===== config.mk =====
export PLATFORM = sky130hd
export DESIGN_NAME = pll_lock_reset_seq
export DESIGN_NICKNAME = d
export VERILOG_FILES = /design/src/rtl/pll_lock_reset_seq.sv
export SDC_FILE = /design/constraint.sdc
export NUM_CORES = 1
export LEC_CHECK = 0
export ABC_AREA = 1
export CORE_MARGIN = 2
export CORE_UTILIZATION = 50
export CTS_CLUSTER_DIAMETER = 150
export DETAILED_ROUTE_END_ITERATION = 10
export MAX_ROUTING_LAYER = met4
export PLACE_DENSITY = 0.7
export SETUP_SLACK_MARGIN = 0.1
export SLEW_MARGIN = 20
export SYNTH_ARGS = -nofsm -noshare
export SYNTH_HDL_FRONTEND = slang
export SYNTH_SLANG_ARGS = --single-unit

===== constraint.sdc =====
create_clock -name CLK -period 1.4 [get_ports CLK]
set_input_delay 0.28 -clock CLK [delete_from_list [all_inputs] [get_ports CLK]]
set_output_delay 0.28 -clock CLK [all_outputs]
set_load 0.005 [all_outputs]

===== src/rtl/pll_lock_reset_seq.sv =====
// rtl/pll_lock_reset_seq.sv - PLL lock qualification and ordered fabric/core reset release
// Optional feature macro: RSTSEQ_SW_RESET_EN adds SW_RESET for a core-only re-reset from RUN.
module pll_lock_reset_seq #(
  parameter int LOCK_SYNC_STAGES   = 2,
  parameter int LOCK_STABLE_CYCLES = 1024,
  parameter int FAB_TO_CORE_CYCLES = 16
) (
  input  logic       CLK,
  input  logic       RESET,
  input  logic       PLL_LOCK,
`ifdef RSTSEQ_SW_RESET_EN
  input  logic       SW_RESET,
`endif
  output logic       FABRIC_RESET_N,
  output logic       CORE_RESET_N,
  output logic       READY,
  output logic [7:0] LOCK_LOSS_CNT
);

  localparam int MAX_CYC = (LOCK_STABLE_CYCLES > FAB_TO_CORE_CYCLES) ?
                           LOCK_STABLE_CYCLES : FAB_TO_CORE_CYCLES;
  localparam int CW = $clog2(MAX_CYC + 1);
  localparam logic [CW-1:0] STABLE_LAST = CW'(LOCK_STABLE_CYCLES - 1);
  localparam logic [CW-1:0] FAB_LAST    = CW'(FAB_TO_CORE_CYCLES - 1);

  typedef enum logic [1:0] {IDLE, STABLE, FAB_REL, RUN} state_t;

  state_t                      state, state_nx;
  logic [CW-1:0]               cnt, cnt_nx;
  logic [LOCK_SYNC_STAGES-1:0] sync;
  logic                        lock_s;
  logic                        sw_req;

  assign lock_s = sync[LOCK_SYNC_STAGES-1];

`ifdef RSTSEQ_SW_RESET_EN
  assign sw_req = SW_RESET;
`else
  assign sw_req = 1'b0;
`endif

  // Every non-IDLE state falls back to IDLE on loss of lock before anything else.
  always_comb begin
    state_nx = state;
    cnt_nx   = cnt;
    case (state)
      IDLE: begin
        cnt_nx = '0;
        if (lock_s) state_nx = STABLE;
      end
      STABLE: begin
        if (!lock_s) begin
          state_nx = IDLE;
          cnt_nx   = '0;
        end else if (cnt == STABLE_LAST) begin
          state_nx = FAB_REL;
          cnt_nx   = '0;
        end else begin
          cnt_nx = cnt + 1'b1;
        end
      end
      FAB_REL: begin
        if (!lock_s) begin
          state_nx = IDLE;
          cnt_nx   = '0;
        end else if (cnt == FAB_LAST) begin
          state_nx = RUN;
        end else begin
          cnt_nx = cnt + 1'b1;
        end
      end
      RUN: begin
        if (!lock_s) begin
          state_nx = IDLE;
          cnt_nx   = '0;
        end else if (sw_req) begin
          state_nx = FAB_REL;
          cnt_nx   = '0;
        end
      end
      default: begin
        state_nx = IDLE;
        cnt_nx   = '0;
      end
    endcase
  end

  // Outputs decode the next state so they move on the same edge as the state register.
  always_ff @(posedge CLK) begin
    if (RESET) begin
      sync           <= '0;
      state          <= IDLE;
      cnt            <= '0;
      LOCK_LOSS_CNT  <= '0;
      FABRIC_RESET_N <= 1'b0;
      CORE_RESET_N   <= 1'b0;
      READY          <= 1'b0;
    end else begin
      sync           <= {sync[LOCK_SYNC_STAGES-2:0], PLL_LOCK};
      state          <= state_nx;
      cnt            <= cnt_nx;
      if (state == RUN && !lock_s && LOCK_LOSS_CNT != 8'hFF)
        LOCK_LOSS_CNT <= LOCK_LOSS_CNT + 8'd1;
      FABRIC_RESET_N <= (state_nx == FAB_REL) || (state_nx == RUN);
      CORE_RESET_N   <= (state_nx == RUN);
      READY          <= (state_nx == RUN);
    end
  end

endmodule

==> impl_metrics.env, run 1 <==
export IMPL_design_area_mm2=0.00203
export IMPL_placedCellCount=260
export IMPL_worst_slack_ps=-86.4
export IMPL_io_pins=14
export IMPL_start_util=0.538
export IMPL_slowest_stage="dfxtp_4"
export IMPL_ys_types=26
export IMPL_total_power_mw=1.75
export IMPL_synthArstFlopShare=0
export IMPL_layout_cells_non_filler=277
export IMPL_dp_hpwl_um=2220
export IMPL_cts_root_buf="clkbuf_4"
export IMPL_p_leak_nw=0.892
export IMPL_synthTopCellsByArea="dfxtp_1 (37%), nand2_1 (12%), inv_1 (9.1%), nor2_1 (9.1%), ha_1 (5.5%)"
export IMPL_synthToLayoutAreaGrowth_pct=49.9
export IMPL_holdWs_ps=417
export IMPL_io_buffers=13
export IMPL_finalCritPeriodShare=1.06
export IMPL_grt_pass1_wl_um=5710
export IMPL_worst_ep_required_time_ps=1630
export IMPL_grt_ovfl_total=0
export IMPL_hold_buffers=0
export IMPL_synth_commonest_cells="nand2_1 (45), inv_1 (33), nor2_1 (33)"
export IMPL_synth_most_common_cell="nand2_1"
export IMPL_final_hold_viol_count=0
export IMPL_cts_sink_count=25
export IMPL_cp_cell_sequence="inv_4 -> ha_4 -> nand3_4 -> nor2_4 -> nand2_2 -> nand2_4 -> buf_6 -> nor2_4 -> nand2_1 -> nand2_1 -> nand2_1 -> nor2_1"
export IMPL_path_delay_family="simple AND/OR/NAND/NOR gates"
export IMPL_yosysTopAreaCell="dfxtp_1"
export IMPL_path_common_cell="nand2_1"
export IMPL_die_area_mm2=0.00314
export IMPL_min_delay_start="sync[0]"
export IMPL_crit_path_start_kind="flip-flop"
export IMPL_crit_path_max_fanout=7
export IMPL_critical_path_max_stage_delay_ps=390
export IMPL_violations="setup timing"
export IMPL_synth_warnings=0
export IMPL_globalplace_congestion=0.838
export IMPL_hold_path_depth=2
export IMPL_num_rows=18
export IMPL_die_height_um=56.1
export IMPL_fmax_ghz=0.673
export IMPL_syn_nets=206
export IMPL_r2r_end="cnt[10]"
export IMPL_place_ws_ps=-96.8
export IMPL_dr_pass1_iters=4
export IMPL_wl_per_cell_um=12.8
export IMPL_n_antenna_cell=0
export IMPL_first_iter_violations=64
export IMPL_slew_viol_final=0
export IMPL_coreArea_mm2=0.00252
export IMPL_fp_dieW_um=56.1
export IMPL_reg2reg_depth=12
export IMPL_setup_viol=17
export IMPL_wirelength_um=3560
export IMPL_layout_drive_gt1_share=0.397
export IMPL_syn_area_mm2=0.00136
export IMPL_grt_max_degree=14
export IMPL_vdd_drop_max_mv=1.05
export IMPL_path_buf_inv=2
export IMPL_grt_pass1_vias=1360
export IMPL_antenna_found_initial=0
export IMPL_synth_seq_area_share=0.369
export IMPL_cap_violations=0
export IMPL_num_vias=1427
export IMPL_arrival_ps=1720
export IMPL_hold_path_end="sync[1]"
export IMPL_worstReg2RegStart="state[0]"
export IMPL_tightest_slew_ps=303
export IMPL_synth_edf_count=0
export IMPL_grt_total_usage=0.231
export IMPL_clk_pin_slew_worst_paths_ps=140
export IMPL_powerDensity_mw_per_mm2=859
export IMPL_crit_type="reg -> reg"
export IMPL_placed_area_mm2=0.00173
export IMPL_skew_ps=4.03
export IMPL_ys_ff_latch=25
export IMPL_drc_errors=0
export IMPL_ant_nets=0
export IMPL_cp_end_kind="flip-flop"
export IMPL_slew_headroom=0.798
export IMPL_regToRegSetupSlack_ps=-90
export IMPL_vias_per_cell=5.15
export IMPL_nNetsFinal=257
export IMPL_run_status="finished, violations left"
export IMPL_syn_avg_cell_area_um2=6.88
export IMPL_cts_htree_levels=1
export IMPL_synth_top_area_share=0.369
export IMPL_cts_buffers=3
export IMPL_clkLatencyLatePin_ps=320
export IMPL_cts_tree="built"
export IMPL_cts_max_path_buffers=2
export IMPL_min_period_ps=1490
export IMPL_synth_cells=197
export IMPL_rsz0062_at_grt="yes"
export IMPL_hold_class="reg -> reg"
export IMPL_synth_ff_type="dfxtp_1"
==> tightest hold or removal path: cells and delay by family (launching register included) <==
kind	cells	cell delay, ps
AND/OR/NAND/NOR	1	30
flip-flops	1	320
buffers and inverters	1	40
==> kinds of logic after synthesis <==
group                      share of synthesized area
and+or+nand+nor                                0.339
buffers and inverters                          0.113
DFF                                            0.369
AOI/OAI and AO/OA                             0.0913
adders and majority gates                     0.0553
xor gates and xnor gates                      0.0323
==> where the power goes <==
part	switching, mW	total (mW)	internal (mW)
clock network	0.224	0.335	0.112
registers	0.0506	0.834	0.783
logic	0.311	0.577	0.266
==> registers in the layout, indices dropped and copies added, names as in the netlist <==
| name | flops |
|---|---|
| cnt | 11 |
| LOCK_LOSS_CNT | 8 |
| state | 2 |
| sync | 2 |
| FABRIC_RESET_N | 1 |
| READY | 1 |
==> layout by cell type (no fill, tap or decap), drive strengths merged <==
master / instances
nand2: 47
buf: 36
nor2: 36
inv: 33
dfxtp: 25
dlygate4sd2: 10
o21ai: 9
a21oi: 8
nand3: 8
ha: 6
nor3: 5
nand4: 4
clkbuf: 4
a31oi: 3
xor2: 3
clkdlybuf4s50: 2
xnor2: 2
o211ai: 1
and3: 1
or2: 1
a31o: 1
nor3b: 1
clkdlybuf4s15: 1
==> through the flow <==
stage	util	setup TNS, ps
global route	0.806	-2130
CTS	0.786	-73.2
detailed placement	0.687	-630
floorplan	-	0
global placement	0.687	-38.5
finish	0.806	-641
==> layer usage <==
layer	vias to the layer above	GRT usage	wire length [µm]
met4	0	0.0918	79
met2	38	0.412	1850
met1	658	0.260	1520
met3	14	0.0302	113
li1	717	-	-
met5	-	-	0
==> worst max-delay path by stage <==
stage          startpoint      end  cells after the start
2_1_floorplan    state[0]   cnt[4]                     10
3_3_place_gp     state[0]   cnt[4]                     10
3_5_place_dp     state[0]   cnt[7]                     10
4_1_cts            cnt[0]  cnt[10]                     11
5_1_grt          state[0]  cnt[10]                     12
6_report         state[0]  cnt[10]                     12
==> repair_timing <==
item | CTS | global route
resized for setup | 59 | 12
setup endpoints to repair | 33 | 23
hold endpoints to repair | 0 | 0
pin swaps | 24 | 6
buffers inserted | 11 | 2
==> area by class of cell <==
type | instances | area (µm²)
fill | 175 | 489
inverter | 33 | 126
timing repair buffer | 49 | 403
multi-input combinational | 136 | 912
tap | 30 | 37.5
clock buffer | 4 | 26.3
sequential | 25 | 528
No activity file was read; power rests on OpenSTA's default activity.
==> run 2: changes to the inputs <==
- PLACE_DENSITY: 0.7 -> 0.71
==> run 2 against run 1 <==
  * The flow still finishes with violations (setup timing)
  * Die area unchanged
  * Utilization up 5.1 points
  * First-iteration DRC count grew 19%
  * Power rose by 9.5%
  * Flip-flop and latch count unchanged
  * Setup slack got worse by 47 ps
  * Sequential power about the same
  * Combinational power rose by 24%
  * Sequential share of layout area fell by 1.6 points
  * Non-clock buffer count up 8
  * Via count is 6.7% higher
  * Critical endpoint is now cnt[9]
==> impl_metrics.env, run 2 (synthesis results as in run 1) <==
export IMPL_nNetsFinal=265
export IMPL_antenna_found_initial=0
export IMPL_placedCellCount=266
export IMPL_num_vias=1523
export IMPL_setup_viol=22
export IMPL_final_hold_viol_count=0
export IMPL_layout_cells_non_filler=285
export IMPL_n_antenna_cell=0
export IMPL_cp_end_kind="flip-flop"
export IMPL_fmax_ghz=0.652
export IMPL_top_register="cnt"
export IMPL_layout_commonest_cell="buf_4"
export IMPL_num_rows=18
export IMPL_tightest_slew_ps=327
export IMPL_coreArea_mm2=0.00252
export IMPL_final_util=0.857
export IMPL_skew_ps=13.0
export IMPL_slowest_stage="dfxtp_4"
export IMPL_hold_buffers=0
export IMPL_arrival_ps=1800
export IMPL_drc_errors=0
export IMPL_die_height_um=56.1
export IMPL_io_buffers=13
export IMPL_placed_area_mm2=0.00178
export IMPL_grt_max_degree=15
export IMPL_worstReg2RegStart="state[0]"
export IMPL_run_status="finished, violations left"
export IMPL_vias_per_cell=5.34
export IMPL_min_period_ps=1530
export IMPL_crit_type="reg -> reg"
export IMPL_slew_headroom=0.782
export IMPL_place_ws_ps=-118
export IMPL_design_area_mm2=0.00216
export IMPL_cts_sink_count=25
export IMPL_min_delay_start="sync[0]"
export IMPL_powerDensity_mw_per_mm2=885
export IMPL_largest_reg_flops=11
export IMPL_cp_cell_sequence="ha_1 -> nand2_2 -> nand2_8 -> buf_4 -> nor2_4 -> nand4_1 -> nand2_1 -> nor2_1"
export IMPL_cts_tree="built"
export IMPL_holdWs_ps=413
export IMPL_dp_hpwl_um=2250
export IMPL_worst_ep_required_time_ps=1670
export IMPL_synthToLayoutAreaGrowth_pct=59.3
export IMPL_first_iter_violations=76
export IMPL_ant_nets=0
export IMPL_crit_path_start_kind="flip-flop"
export IMPL_wirelength_um=4210
export IMPL_slew_viol_final=0
export IMPL_crit_path_max_fanout=7
export IMPL_cts_max_path_buffers=2
export IMPL_critical_path_max_stage_delay_ps=400
export IMPL_cap_violations=0
export IMPL_total_power_mw=1.91
export IMPL_start_util=0.538
export IMPL_largest_registers="cnt (11), LOCK_LOSS_CNT (8)"
export IMPL_crit_start="state[0]"
export IMPL_hold_class="reg -> reg"
export IMPL_grt_pass1_wl_um=6060
export IMPL_setup_tns_ps=-1710
export IMPL_worst_slack_ps=-133
export IMPL_wl_per_cell_um=14.8
export IMPL_io_pins=14
export IMPL_cts_htree_levels=1
export IMPL_die_area_mm2=0.00314
export IMPL_fp_dieW_um=56.1
export IMPL_grt_ovfl_total=0
export IMPL_p_leak_nw=0.937
export IMPL_cts_root_buf="clkbuf_4"
export IMPL_clk_pin_slew_worst_paths_ps=160
export IMPL_rsz0062_at_grt="yes"
export IMPL_grt_total_usage=0.246
export IMPL_final_cell_mix="buf_4 (37), nand2_1 (33), inv_1 (30), nor2_1 (24), dfxtp_2 (14)"
export IMPL_grt_pass1_vias=1490
export IMPL_dr_pass1_iters=5
export IMPL_clkLatencyLatePin_ps=350
export IMPL_cts_buffers=3
export IMPL_violations="setup timing"
export IMPL_layout_drive_gt1_share=0.459
export IMPL_finalCritPeriodShare=1.10
export IMPL_globalplace_congestion=0.880
export IMPL_vdd_drop_max_mv=1.56
[run 2: changes by cell type in the layout (fill, tap and decap cells not counted), moves of 3 or more]
cell     previous run  this run
nand2_2             5         9
buf_4              32        37
nand2_1            38        33
buf_6               4         7
[run 2: layout make-up]
class                      instances  area (µm²)
fill                             146         362
inverter                          33         134
multi-input combinational        136         971
sequential                        25         526
timing repair buffer              57         465
clock inverter                     1        5.00
clock buffer                       3        22.5
tap                               30        37.5
[run 2: power breakdown]
part	switching (mW)	internal, mW
logic	0.366	0.351
registers	0.0544	0.781
clock network	0.251	0.108
total	0.671	1.24
[run 2: timing repair]
| item | CTS | global route |
|---|---|---|
| pin swaps | 19 | 13 |
| hold endpoints to repair | 0 | 0 |
| setup endpoints to repair | 34 | 25 |
| resized for setup | 61 | 29 |
| setup buffers | 11 | 5 |
[run 2: metal layers]
layer	vias to the layer above	global-route usage	routed length, µm
met5	-	-	0
met4	0	0.109	123
met1	726	0.252	1700
li1	729	-	-
met2	51	0.455	2240
met3	17	0.0419	143
[run 2: worst max-delay path, delay by kind of cell (launching register included)]
kind                       cells  cell delay (ps)
adders and majority gates      1              260
DFF                            1              400
and+or+nand+nor                6              630
buffers and inverters          1              160
[run 2: final timing paths]
kind | cells after the start | to | slack (ps)
worst max-delay path | 8 | cnt[9] | -130
worst min-delay path | 2 | sync[1] | 410
worst max register to register | 8 | cnt[9] | -130
worst min register to register | 2 | sync[1] | 410
==> run 3: changes to the inputs <==
- PLACE_DENSITY: 0.71 -> 0.79
==> run 3 against run 2 <==
  * The flow still finishes with violations (setup timing)
  * Largest cell class unchanged
  * Global-route usage grew 4.9 points
  * Sequential power grew 1%
  * Utilization grew 3.5 points
  * Critical path type unchanged
==> impl_metrics.env, run 3 (synthesis results as in run 1) <==
export IMPL_fmax_ghz=0.627
export IMPL_p_leak_nw=0.985
export IMPL_dr_pass1_iters=5
export IMPL_reg2reg_depth=12
export IMPL_fp_dieW_um=56.1
export IMPL_grt_ovfl_total=0
export IMPL_design_area_mm2=0.00225
export IMPL_coreArea_mm2=0.00252
export IMPL_antenna_found_initial=0
export IMPL_run_status="finished, violations left"
export IMPL_num_vias=1764
export IMPL_n_antenna_cell=0
export IMPL_cts_max_path_buffers=2
export IMPL_worstSetupEndpoint="cnt[10]"
export IMPL_dp_hpwl_um=2380
export IMPL_io_buffers=13
export IMPL_die_area_mm2=0.00314
export IMPL_worst_path_stages=12
export IMPL_worst_slack_ps=-194
export IMPL_r2r_end="cnt[10]"
export IMPL_cp_cell_sequence="inv_4 -> ha_4 -> nand3_4 -> nor2_4 -> nand2_2 -> nand2_4 -> buf_6 -> nor2_4 -> nand2_2 -> nand2_2 -> nand2_2 -> nor2_2"
export IMPL_total_power_mw=1.96
export IMPL_clk_pin_slew_worst_paths_ps=150
export IMPL_slew_viol_final=0
export IMPL_worstReg2RegStart="state[0]"
export IMPL_slew_headroom=0.834
export IMPL_tightest_slew_ps=247
export IMPL_layout_commonest_cell="buf_4"
export IMPL_critical_path_max_stage_delay_ps=410
export IMPL_crit_path_max_fanout=6
export IMPL_rsz0062_at_grt="yes"
export IMPL_crit_start="state[0]"
export IMPL_largest_registers="cnt (11), LOCK_LOSS_CNT (8)"
export IMPL_num_rows=18
export IMPL_grt_pass1_vias=1564
export IMPL_setup_tns_ps=-1550
export IMPL_largest_reg_flops=11
export IMPL_cts_htree_levels=1
export IMPL_grt_max_degree=14
export IMPL_cts_buffers=3
export IMPL_crit_type="reg -> reg"
export IMPL_path_buf_inv=2
export IMPL_powerDensity_mw_per_mm2=872
export IMPL_first_iter_violations=242
export IMPL_drc_errors=0
export IMPL_skew_ps=14.2
export IMPL_arrival_ps=1890
export IMPL_hold_class="reg -> reg"
export IMPL_cts_sink_count=25
export IMPL_die_height_um=56.1
export IMPL_min_period_ps=1590
export IMPL_grt_pass1_wl_um=7050
export IMPL_cts_tree="built"
export IMPL_final_cell_mix="buf_4 (41), nand2_1 (29), inv_1 (25), nor2_1 (20)"
export IMPL_wirelength_um=5790
export IMPL_worst_ep_required_time_ps=1690
export IMPL_crit_path_start_kind="flip-flop"
export IMPL_slowest_stage="dfxtp_4"
export IMPL_violations="setup timing"
export IMPL_vias_per_cell=6.15
export IMPL_cts_root_buf="clkbuf_4"
export IMPL_setup_viol=16
export IMPL_nNetsFinal=267
export IMPL_finalCritPeriodShare=1.14
export IMPL_io_pins=14
export IMPL_ant_nets=0
export IMPL_regToRegSetupSlack_ps=-190
export IMPL_placed_area_mm2=0.00172
export IMPL_path_common_cell="nand2_2"
export IMPL_clkLatencyLatePin_ps=340
export IMPL_top_register="cnt"
export IMPL_globalplace_congestion=0.826
export IMPL_cp_end_kind="flip-flop"
export IMPL_holdWs_ps=428
export IMPL_vdd_drop_max_mv=1.07
export IMPL_start_util=0.538
export IMPL_cap_violations=0
export IMPL_grt_total_usage=0.296
export IMPL_path_delay_family="simple AND/OR/NAND/NOR gates"
export IMPL_synthToLayoutAreaGrowth_pct=65.9
export IMPL_layout_drive_gt1_share=0.553
export IMPL_wl_per_cell_um=20.2
export IMPL_final_hold_viol_count=0
run 3: cell types whose count changed in the layout (fill, tap and decap cells not counted), moves of 3 or more:
cell,delta
inv_2,+5
nand2_2,+5
inv_1,-5
nor2_1,-4
o21ai_2,+3
buf_4,+4
dlygate4sd2_1,-3
nand2_1,-4
run 3: where the power goes:
part / switching [mW] / total [mW] / leakage (nW) / internal (mW)
Sequential: 0.0626 / 0.844 / 0.211 / 0.781
Clock: 0.238 / 0.350 / 0.0150 / 0.112
Combinational: 0.422 / 0.767 / 0.759 / 0.345
run 3: worst min-delay path by stage:
stage,start,cells after the start,slack [ps],endpoint
5_1_grt,sync[0],2,440,sync[1]
3_5_place_dp,sync[0],2,400,sync[1]
6_report,sync[0],2,430,sync[1]
4_1_cts,sync[0],2,410,sync[1]
3_3_place_gp,sync[0],2,390,sync[1]
2_1_floorplan,PLL_LOCK,2,390,sync[0]
run 3: worst min-delay path: stages, from the launching register on:
cell	delay (ps)
dfxtp_1	330
inv_1	40
nor2_1	30
run 3: repair_timing:
item	CTS	global route
hold buffers	0	0
resized for setup	72	46
pin swaps	22	21
endpoints found under the setup margin	34	25
buffers inserted	15	11
run 3: layout make-up:
class | count | area [µm²]
clock buffers | 4 | 26.3
well taps | 30 | 37.5
flip-flops and latches | 25 | 526
fillers | 108 | 273
inverters | 33 | 131
multi-input cells | 136 | 1040
repair buffers | 59 | 489
run 3: per-stage QoR:
step           utilization  cells  setup WS, ps
6_report             0.892    287          -194
5_1_grt              0.892    287          -223
4_1_cts              0.815    277         -69.6
3_5_place_dp         0.681    258          -100
3_3_place_gp         0.681    258         -14.5
2_1_floorplan            -    197          59.1
run 3: per-layer routing:
layer	wire length, µm	GRT usage	up-vias
met5	0	-	-
met4	481	0.184	0
met3	534	0.0419	57
met2	2850	0.546	153
met1	1920	0.285	819
li1	-	-	735
